File: src/rtl/uart_tx_frame_pkg.sv
// rtl/uart_tx_frame_pkg.sv - shared FSM states, parity codes and baud divisor helper
package uart_tx_frame_pkg;

   // One-hot frame states
   typedef enum logic [5:0] {
      IDLE   = 6'b000001,
      START  = 6'b000010,
      DATA   = 6'b000100,
      PARITY = 6'b001000,
      STOP   = 6'b010000,
      DONE   = 6'b100000
   } state_t;

   localparam logic [1:0] PAR_ODD  = 2'd1;
   localparam logic [1:0] PAR_EVEN = 2'd2;

   // Clocks per oversampling tick, truncated
   function automatic int calc_div(input int clk_freq, input int baud, input int osr);
      return clk_freq / (baud * osr);
   endfunction

endpackage

File: src/rtl/uart_tick_gen.sv
// rtl/uart_tick_gen.sv - free-running oversampling baud tick divider
module uart_tick_gen
   import uart_tx_frame_pkg::*;
#(
   parameter int BAUD              = 9600,
   parameter int clk_freq          = 50_000_000,
   parameter int oversampling_rate = 16
) (
   input  logic clk,
   input  logic rst,
   output logic tick
);

   localparam int DIV = calc_div(clk_freq, BAUD, oversampling_rate);
   localparam int CW  = (DIV > 1) ? $clog2(DIV) : 1;
   localparam logic [CW-1:0] LAST = CW'(DIV - 1);

   logic [CW-1:0] cnt;

   // Count 0..DIV-1 and wrap; runs continuously from reset release
   always_ff @(posedge clk or negedge rst) begin
      if (!rst) begin
         cnt <= '0;
      end else if (cnt == LAST) begin
         cnt <= '0;
      end else begin
         cnt <= cnt + 1'b1;
      end
   end

   assign tick = (cnt == LAST);

endmodule

File: src/rtl/uart_tx_frame.sv
// rtl/uart_tx_frame.sv - self-timed UART transmitter with start/data/parity/stop framing
module uart_tx_frame
   import uart_tx_frame_pkg::*;
#(
   parameter int         BAUD              = 9600,
   parameter int         clk_freq          = 50_000_000,
   parameter int         oversampling_rate = 16,
   parameter int         data_wd           = 8,
   parameter logic [1:0] parity            = 2'd1
) (
   input  logic               clk,
   input  logic               rst,
   input  logic               tx_start,
   input  logic [data_wd-1:0] din,
   output logic               tx,
   output logic               tx_done,
   output logic               tx_busy
);

   localparam int TCW = (oversampling_rate > 1) ? $clog2(oversampling_rate) : 1;
   localparam int BW  = (data_wd > 1) ? $clog2(data_wd) : 1;
   localparam logic [TCW-1:0] TICK_LAST = TCW'(oversampling_rate - 1);
   localparam logic [BW-1:0]  BIT_LAST  = BW'(data_wd - 1);
   localparam bit PAR_EN = (parity == PAR_ODD) || (parity == PAR_EVEN);

   state_t             state, state_n;
   logic [TCW-1:0]     tick_count, tick_count_n;
   logic [BW-1:0]      bit_index, bit_index_n;
   logic [data_wd-1:0] data_q, data_n;
   logic               parity_res, parity_n;
   logic               tick;
   logic               bit_end;

   uart_tick_gen #(
      .BAUD              (BAUD),
      .clk_freq          (clk_freq),
      .oversampling_rate (oversampling_rate)
   ) u_tick (
      .clk  (clk),
      .rst  (rst),
      .tick (tick)
   );

   // Last tick of the current serial bit
   assign bit_end = tick && (tick_count == TICK_LAST);

   // State, counters and latched word
   always_ff @(posedge clk or negedge rst) begin
      if (!rst) begin
         state      <= IDLE;
         tick_count <= '0;
         bit_index  <= '0;
         data_q     <= '0;
         parity_res <= 1'b0;
      end else begin
         state      <= state_n;
         tick_count <= tick_count_n;
         bit_index  <= bit_index_n;
         data_q     <= data_n;
         parity_res <= parity_n;
      end
   end

   // Next state, counter updates and Moore line outputs
   always_comb begin
      state_n      = state;
      tick_count_n = tick_count;
      bit_index_n  = bit_index;
      data_n       = data_q;
      parity_n     = parity_res;
      tx           = 1'b1;
      tx_done      = 1'b0;
      tx_busy      = 1'b0;
      case (state)
         IDLE: begin
            if (tx_start) begin
               data_n       = din;
               parity_n     = (parity == PAR_EVEN) ? ^din : ~^din;
               tick_count_n = '0;
               bit_index_n  = '0;
               state_n      = START;
            end
         end
         START: begin
            tx      = 1'b0;
            tx_busy = 1'b1;
            if (bit_end) state_n = DATA;
         end
         DATA: begin
            tx      = data_q[bit_index];
            tx_busy = 1'b1;
            if (bit_end) begin
               if (bit_index == BIT_LAST) begin
                  bit_index_n = '0;
                  state_n     = PAR_EN ? PARITY : STOP;
               end else begin
                  bit_index_n = bit_index + 1'b1;
               end
            end
         end
         PARITY: begin
            tx      = parity_res;
            tx_busy = 1'b1;
            if (bit_end) state_n = STOP;
         end
         STOP: begin
            tx_busy = 1'b1;
            if (bit_end) state_n = DONE;
         end
         DONE: begin
            tx_done = 1'b1;
            state_n = IDLE;
         end
         default: state_n = IDLE;
      endcase
      // Oversampling counter only runs while a bit is on the line
      if (tx_busy && tick) begin
         tick_count_n = bit_end ? '0 : tick_count + 1'b1;
      end
   end

endmodule

File: config.mk
export PLATFORM = sky130hd
export DESIGN_NAME = uart_tx_frame
export DESIGN_NICKNAME = d
export VERILOG_FILES = /design/src/rtl/uart_tx_frame_pkg.sv /design/src/rtl/uart_tick_gen.sv /design/src/rtl/uart_tx_frame.sv
export SDC_FILE = /design/constraint.sdc
export NUM_CORES = 1
export LEC_CHECK = 0
export CORE_MARGIN = 3
export CORE_UTILIZATION = 55
export CTS_CLUSTER_SIZE = 16
export DETAILED_ROUTE_END_ITERATION = 8
export PLACE_DENSITY = 0.81
export REMOVE_ABC_BUFFERS = 1
export SLEW_MARGIN = 20
export SYNTH_ARGS = -nofsm -noshare
export SYNTH_HDL_FRONTEND = slang
export SYNTH_SLANG_ARGS = --single-unit
File: constraint.sdc
create_clock -name clk -period 2.4 [get_ports clk]
set_input_delay 0.24 -clock clk [delete_from_list [all_inputs] [get_ports clk]]
set_output_delay 0.24 -clock clk [all_outputs]
set_load 0.1 [all_outputs]
==> results by group, run 1 <==
Power and ir drop
  • Switching Power: 0.464 mW
  • Leakage power: between 0.7 and 0.8 nW
  • Share of power burned in the clock network: 0.196
  • Power density of the placed cells: between 700 and 800 nW/µm²
  • Gate power share: 0.314
  • Post-layout total power: 1.39 mW
  • Peak VDD IR: 515 µV
  • Internal portion of total power: 0.928 mW
  • Sw Ratio: 0.333
  • Sequential power share: 0.491

Cells and area
  • Final net count: 182
  • Area of the multi-input gates: 821 µm²
  • Post-route non-filler standard cell count: ~200
  • Synth-to-Final Area Change: 14.9%
  • Antenna diode count: 0
  • Post-Layout Inst Area: between 1500 and 2000 µm²
  • Flip-flop and latch area: 777 µm²
  • Layout cells sized above 1: 0.188
  • Final-layout fill cell count: 216

Timing
  • Fin crit share: 0.924
  • Setup repair after global routing missed its margin: false
  • Fin Clk Skew: 0.00984 ns
  • Worst-case hold slack: roughly 0.28 ns
  • Clock period minus worst slack: between 2 and 2.5 ns
  • Rel. slew slack: 0.567
  • Final setup viols: 0
  • FMAX: 451 MHz
  • Pin slew with the least headroom to its limit: between 0.6 and 0.7 ns
  • Post-route worst setup slack: 0.183 ns
  • Fin. Hold Viols: 0
  • Max-slew violation count: 0

Setup path
  • Critical-path maximum fanout: 5
  • Endpoint type of the worst setup path: output port
  • Required @ worst endpoint: 2.16 ns
  • Launching instance or port of the critical path: bit_index[0]$_DFFE_PN0P_
  • Reg-to-reg startpoint: u_tick.cnt[4]$_DFF_PN0_
  • Type of the worst setup path: reg -> out
  • Startpoint type of the worst setup path: register
  • Crit path DAT: between 1.5 and 2 ns

Logic synthesis
  • Async set-reset flop share out of synthesis: 1.00
  • Arithmetic-cell share of the synthesized area counting full adders, half adders and majority gates: 0.0382
  • Flip-flop and latch count after synthesis: 31
  • Synth cell types: 42
  • Total of warnings raised by yosys: 0
  • Xor-xnor portion of the synthesized cell area: 0.0802
  • Post-synthesis compound-gate area fraction: 0.0756
  • Most common cell in the synthesized netlist: sky130_fd_sc_hd__dfrtp_1
  • Largest cells by area after synthesis: sky130_fd_sc_hd__dfrtp_1 46%, sky130_fd_sc_hd__mux2_2 6.2%, sky130_fd_sc_hd__xnor2_1 5.3%
  • Number of enable flip-flop cells after synthesis: 0
  • Dominant combinational cell family by area after synthesis: simple AND/OR/NAND/NOR gates
  • Top cells by instance count after synthesis: 30 x sky130_fd_sc_hd__dfrtp_1, 11 x sky130_fd_sc_hd__nor2_1, 10 x sky130_fd_sc_hd__nand2_1, 10 x sky130_fd_sc_hd__xnor2_1, 9 x sky130_fd_sc_hd__mux2_2
  • Simple logic cell fraction of the synthesized area: 0.193
  • Cell area after synthesis: between 1500 and 2000 µm²
  • Synthesized instance count: 145
  • Ys flop type: sky130_fd_sc_hd__dfrtp_1
  • Cell type contributing the most total cell area after synthesis: sky130_fd_sc_hd__dfrtp_1
  • Sequential-to-total area share from yosys stat: 0.474
  • Multiplexer share of the synthesized area: 0.114
  • Syn Area/Cell: 11.3 µm²
  • Share of the synthesized area in the top cell type: 0.458

Detailed routing
  • Post-DR wirelength/cell: 15.6 µm
  • DRT Pass-1 Iters: 2
  • # DRC: 0
  • Total via count in the routed design: 1137
  • Vias/cell: just under 6
  • Post-route antenna net violation count: 0
  • Wire length after detailed routing: 3.06 mm
  • First DRT Iteration DRCs: 65

Worst hold path
  • Tightest Hold Check Type: in -> async

Global routing
  • Number of antenna violations at the first check in global routing: 0
  • Grt ovf: 0
  • Total global routing track utilization: 0.204
  • Number of global-route vias before repair: between 1000 and 1500
  • Global-route wire length before repair: ~5.3 mm
  • Pin count of the biggest net entering global routing: 32

Place
  • Hpwl dp: 2.21 mm
  • Placed standard-cell area: 1840 µm²
  • Total of buffers placed on input and output ports: 13
  • Placer's final routability congestion estimate: 0.813
  • Worst setup slack after placement: 0.431 ns
  • Placed cell count: 190

CTS
  • Postcts setup bufs: 0
  • Number of gates given a new drive strength after cts: 0
  • Number of buffers between clock root and the deepest sink: 2
  • Clock buffers created by TritonCTS: 5
  • Sink count of the clock tree: 31
  • Clk slew on worst S/H paths: 0.09 ns
  • TritonCTS clock tree: done
  • CTS H-tree depth: 2
  • Worst skew pair latency: 0.33 ns
  • Root buffer cell: sky130_fd_sc_hd__clkbuf_4
  • Post-CTS Hold Fix Bufs: 0

Flow run
  • Maximum Capacitance Violations: 0

Die
  • DIE WIDTH: roughly 61 µm
  • Core area: 2810 µm²
  • Die Ht: 60.6 µm
  • Top-Level Pins: 14
  • Initial Utilization: 0.584
  • Count of standard-cell rows: 19
  • Die area: roughly 3700 µm²

Run status
  • Run status: completed
==> state kept, by name, summed over array words and instances, names as in the netlist <==
name,flops
data_q,8
tick_count,4
state,6
parity_res,1
u_tick.cnt,9
bit_index,3
==> kinds of logic (layout without fill, tap and decap cells) <==
kind of cell,after synthesis,in the layout
adders and majority gates,5,5
AOI/OAI and AO/OA,18,18
xor gates and xnor gates,15,15
DFF,31,31
and+or+nand+nor,53,53
muxes,15,15
buffers and inverters,8,28
==> final timing paths <==
path / slack (ns) / endpoint / cells past startpoint
max: 0.18 / tx / 5
min: 0.28 / state[1]$_DFFE_PN0P_ / 2
max reg2reg: 0.37 / tick_count[2]$_DFFE_PN0P_ / 4
min reg2reg: 0.50 / u_tick.cnt[0]$_DFF_PN0_ / 1
max in group asynchronous: 1.79 / state[0]$_DFFE_PN1P_ / 2
min in group clk: 0.50 / u_tick.cnt[0]$_DFF_PN0_ / 1
==> worst max-delay path, stage by stage, from the launching register on <==
cell	delay, ns
sky130_fd_sc_hd__dfrtp_1	0.45
sky130_fd_sc_hd__mux4_2	0.52
sky130_fd_sc_hd__mux2_2	0.27
sky130_fd_sc_hd__nand2_1	0.06
sky130_fd_sc_hd__o21ai_0	0.13
sky130_fd_sc_hd__buf_12	0.20
==> area by class of cell <==
class / count / area share
inverter: 6 / 0.0120
multi-input combinational: 106 / 0.436
sequential: 31 / 0.413
timing repair buffer: 16 / 0.0970
clock buffer: 6 / 0.0219
tap: 31 / 0.0206
==> through the flow <==
stage               setup TNS [ns]   util
floorplan                   -0.766      -
global placement                 0  0.657
detailed placement               0  0.657
CTS                              0  0.671
global route                     0  0.671
finish                           0  0.671
==> layer usage <==
| layer | share of wire | up-vias | GRT usage |
|---|---|---|---|
| li1 | - | 562 | - |
| met4 | 0.029 | 0 | 0.0898 |
| met3 | 0.043 | 11 | 0.0723 |
| met5 | 0 | - | 0 |
| met2 | 0.50 | 18 | 0.354 |
| met1 | 0.43 | 546 | 0.224 |
==> layout by cell type (no fill, tap or decap), drive strengths merged, types with 2 or more instances in the layout <==
master         count
a2111oi            2
mux2               9
nand3              7
nand4b             4
mux4               2
o21ai              8
xnor2             10
dfrtp             30
buf                6
nor2b              2
nor4               2
and2               2
xor2               5
clkbuf             6
clkdlybuf4s50     10
a31o               2
and3               3
or2                3
nor2              11
a21oi              2
inv                6
mux2i              4
ha                 5
nand2             10
==> power groups by stage <==
stage	registers [mW]	logic, mW	clock network, mW
floorplan	0.669	0.309	0
global placement	0.687	0.422	0
detailed placement	0.693	0.437	0
CTS	0.684	0.440	0.278
global route	0.698	0.470	0.305
finish	0.683	0.437	0.272
Power figures use the tool's default switching activity.
==> run 2, diff against run 1 <==
--- a/config.mk
+++ b/config.mk
@@ -11,6 +11,7 @@
 export DETAILED_ROUTE_END_ITERATION = 8
 export PLACE_DENSITY = 0.81
 export REMOVE_ABC_BUFFERS = 1
+export SKIP_CTS_REPAIR_TIMING = 1
 export SLEW_MARGIN = 20
 export SYNTH_ARGS = -nofsm -noshare
 export SYNTH_HDL_FRONTEND = slang
==> results of run 2 <==
Final layout, timing and power as in run 1 (identical DEF).
==> run 3, diff against run 2 <==
--- a/config.mk
+++ b/config.mk
@@ -9,7 +9,7 @@
 export CORE_UTILIZATION = 55
 export CTS_CLUSTER_SIZE = 16
 export DETAILED_ROUTE_END_ITERATION = 8
-export PLACE_DENSITY = 0.81
+export PLACE_DENSITY_LB_ADDON = 0.25
 export REMOVE_ABC_BUFFERS = 1
 export SKIP_CTS_REPAIR_TIMING = 1
 export SLEW_MARGIN = 20
==> results by group, run 3 (synthesized netlist as in run 1, its figures left out) <==
Cells and area
  • Synth-to-Final Area Change: 16.1%
  • Utilization after layout: 0.678 (+0.00714)
  • Most frequent cells in the layout: 30 x sky130_fd_sc_hd__dfrtp_1, 11 x sky130_fd_sc_hd__nor2_1, 10 x sky130_fd_sc_hd__nand2_1, 10 x sky130_fd_sc_hd__xnor2_1, 10 x sky130_fd_sc_hd__clkdlybuf4s50_1
  • Layout cells sized above 1: 0.193 (+0.00489)
  • Flip-flop count of the largest register, all copies and words added: 9 (unchanged)
  • Antenna diode count: 0 (unchanged)
  • Post-route non-filler standard cell count: 197 (+0.51%)
  • Most flop-heavy register: u_tick.cnt
  • Post-Layout Inst Area: 1900 µm² (+1.1%)
  • Most common cell after layout, fill and taps aside: sky130_fd_sc_hd__dfrtp_1
  • Final net count: 181 (-0.55%)
  • Registers with the highest flip-flop counts: u_tick.cnt (9), data_q (8), state (6)

Global routing
  • Pin count of the biggest net entering global routing: 32 (unchanged)
  • Grt ovf: 0 (unchanged)
  • Number of antenna violations at the first check in global routing: 0 (unchanged)
  • Number of global-route vias before repair: 1182 (+1.1%)
  • Global-route wire length before repair: 5.20 mm (-2.1%)
  • Total global routing track utilization: 0.194 (-0.0102)

CTS
  • CTS H-tree depth: 2 (unchanged)
  • Clk slew on worst S/H paths: 0.10 ns (about the same)
  • Clock buffers created by TritonCTS: 5 (unchanged)
  • TritonCTS clock tree: done
  • Root buffer cell: sky130_fd_sc_hd__clkbuf_4
  • Number of buffers between clock root and the deepest sink: 2 (unchanged)
  • Worst skew pair latency: 0.33 ns (about the same)
  • Sink count of the clock tree: 31 (unchanged)

Place
  • Placed cell count: 189 (-0.53%)
  • Placed standard-cell area: 1830 µm² (-0.41%)
  • Total of buffers placed on input and output ports: 13 (unchanged)
  • Placer's final routability congestion estimate: 0.793 (-2.5%)
  • Hpwl dp: 2.21 mm (about the same)

Detailed routing
  • Post-route antenna net violation count: 0 (unchanged)
  • # DRC: 0 (unchanged)
  • First DRT Iteration DRCs: 45 (-31%)
  • Total via count in the routed design: 1183 (+4.0%)
  • Wire length after detailed routing: 3.00 mm (-2.1%)
  • Vias/cell: 6.01 (+3.5%)
  • DRT Pass-1 Iters: 4 (+2)
  • Post-DR wirelength/cell: 15.2 µm (-2.6%)

Setup path
  • Critical-path maximum fanout: 5 (unchanged)
  • Biggest cell delay along the critical path: 0.53 ns (about the same)
  • Endpoint type of the worst setup path: output port
  • Type of the worst setup path: reg -> out
  • CP cell instances: mux4_2 > mux2_2 > nand2_1 > o21ai_0 > buf_12
  • Startpoint type of the worst setup path: register
  • Crit-path slowest cell: sky130_fd_sc_hd__mux4_2
  • Critical path's top delay family: multiplexers
  • Worst Path Buf+Inv: 1 (unchanged)
  • Required @ worst endpoint: 2.16 ns (about the same)
  • Crit path DAT: 2.01 ns (+0.03 ns)

Die
  • Initial Utilization: 0.584 (unchanged)
  • Core area: 2810 µm² (unchanged)
  • Die Ht: 60.6 µm (unchanged)
  • Top-Level Pins: 14 (unchanged)
  • Count of standard-cell rows: 19 (unchanged)
  • DIE WIDTH: 60.6 µm (unchanged)
  • Die area: 3670 µm² (unchanged)

Timing
  • Worst-case hold slack: 0.289 ns (+0.00914 ns)
  • Fin crit share: 0.939 (+0.0149)
  • Final setup viols: 0 (unchanged)
  • Fin. Hold Viols: 0 (unchanged)
  • Pin slew with the least headroom to its limit: 0.462 ns (-0.170 ns)
  • Max-slew violation count: 0 (unchanged)
  • Clock period minus worst slack: 2.25 ns (+0.0358 ns)
  • Setup repair after global routing missed its margin: false
  • Fin Clk Skew: 0.0144 ns (+0.00451 ns)
  • FMAX: 444 MHz (-1.6%)
  • Rel. slew slack: 0.689 (+0.122)

Worst hold path
  • Tightest Hold Check Type: in -> async

Power and ir drop
  • Post-layout total power: 1.46 mW (+5.2%)
  • Leakage power: 0.805 nW (+1.1%)
  • Power density of the placed cells: 769 nW/µm² (+4.1%)
  • Peak VDD IR: 570 µV (+11%)

Flow run
  • Maximum Capacitance Violations: 0 (unchanged)

Run status
  • Run status: completed
==> run 3: path summary, 6_finish.rpt <==
check / from / endpoint / slack, ns / depth (start not counted)
min in group clk: u_tick.cnt[0]$_DFF_PN0_ / u_tick.cnt[0]$_DFF_PN0_ / 0.48 / 1
worst min-delay path: rst / state[5]$_DFFE_PN0P_ / 0.29 / 2
max in group asynchronous: rst / state[0]$_DFFE_PN1P_ / 1.79 / 2
worst max register to register: u_tick.cnt[4]$_DFF_PN0_ / tick_count[3]$_DFFE_PN0P_ / 0.45 / 4
worst max-delay path: bit_index[0]$_DFFE_PN0P_ / tx / 0.15 / 5
worst min register to register: u_tick.cnt[0]$_DFF_PN0_ / u_tick.cnt[0]$_DFF_PN0_ / 0.48 / 1
==> run 3: routing by layer <==
layer	share of wire	vias to the layer above	global-route usage
met5	0	-	0
met4	0.017	0	0.0743
met3	0.036	6	0.0574
met2	0.51	18	0.316
met1	0.44	593	0.243
li1	-	566	-
==> run 3: worst reg2reg max path, delay by kind of cell, from the launching register on <==
| kind | cells | cell delay (ns) |
|---|---|---|
| AND/OR/NAND/NOR | 3 | 1.20 |
| flip-flops | 1 | 0.43 |
| AO/OA/AOI/OAI | 1 | 0.23 |
==> run 3: through the flow <==
step	worst slack (ns)	TNS, ns
after detailed placement	0.440	0
after floorplan	-0.763	-0.766
after global routing	0.0177	0
after global placement	0.485	0
final	0.147	0
after CTS	0.118	0
==> run 3: layout make-up <==
cell class                      count  area (µm²)
Clock buffer                        8        68.8
Sequential cell                    31         777
Tap cell                           31        38.8
Timing Repair Buffer               15         175
Inverter                            6        22.5
Multi-Input combinational cell    106         821
Fill cell                         232         902
==> run 3: power breakdown <==
| part | internal, mW | switching [mW] |
|---|---|---|
| clock | 0.172 | 0.176 |
| sequential | 0.620 | 0.0590 |
| combinational | 0.203 | 0.233 |
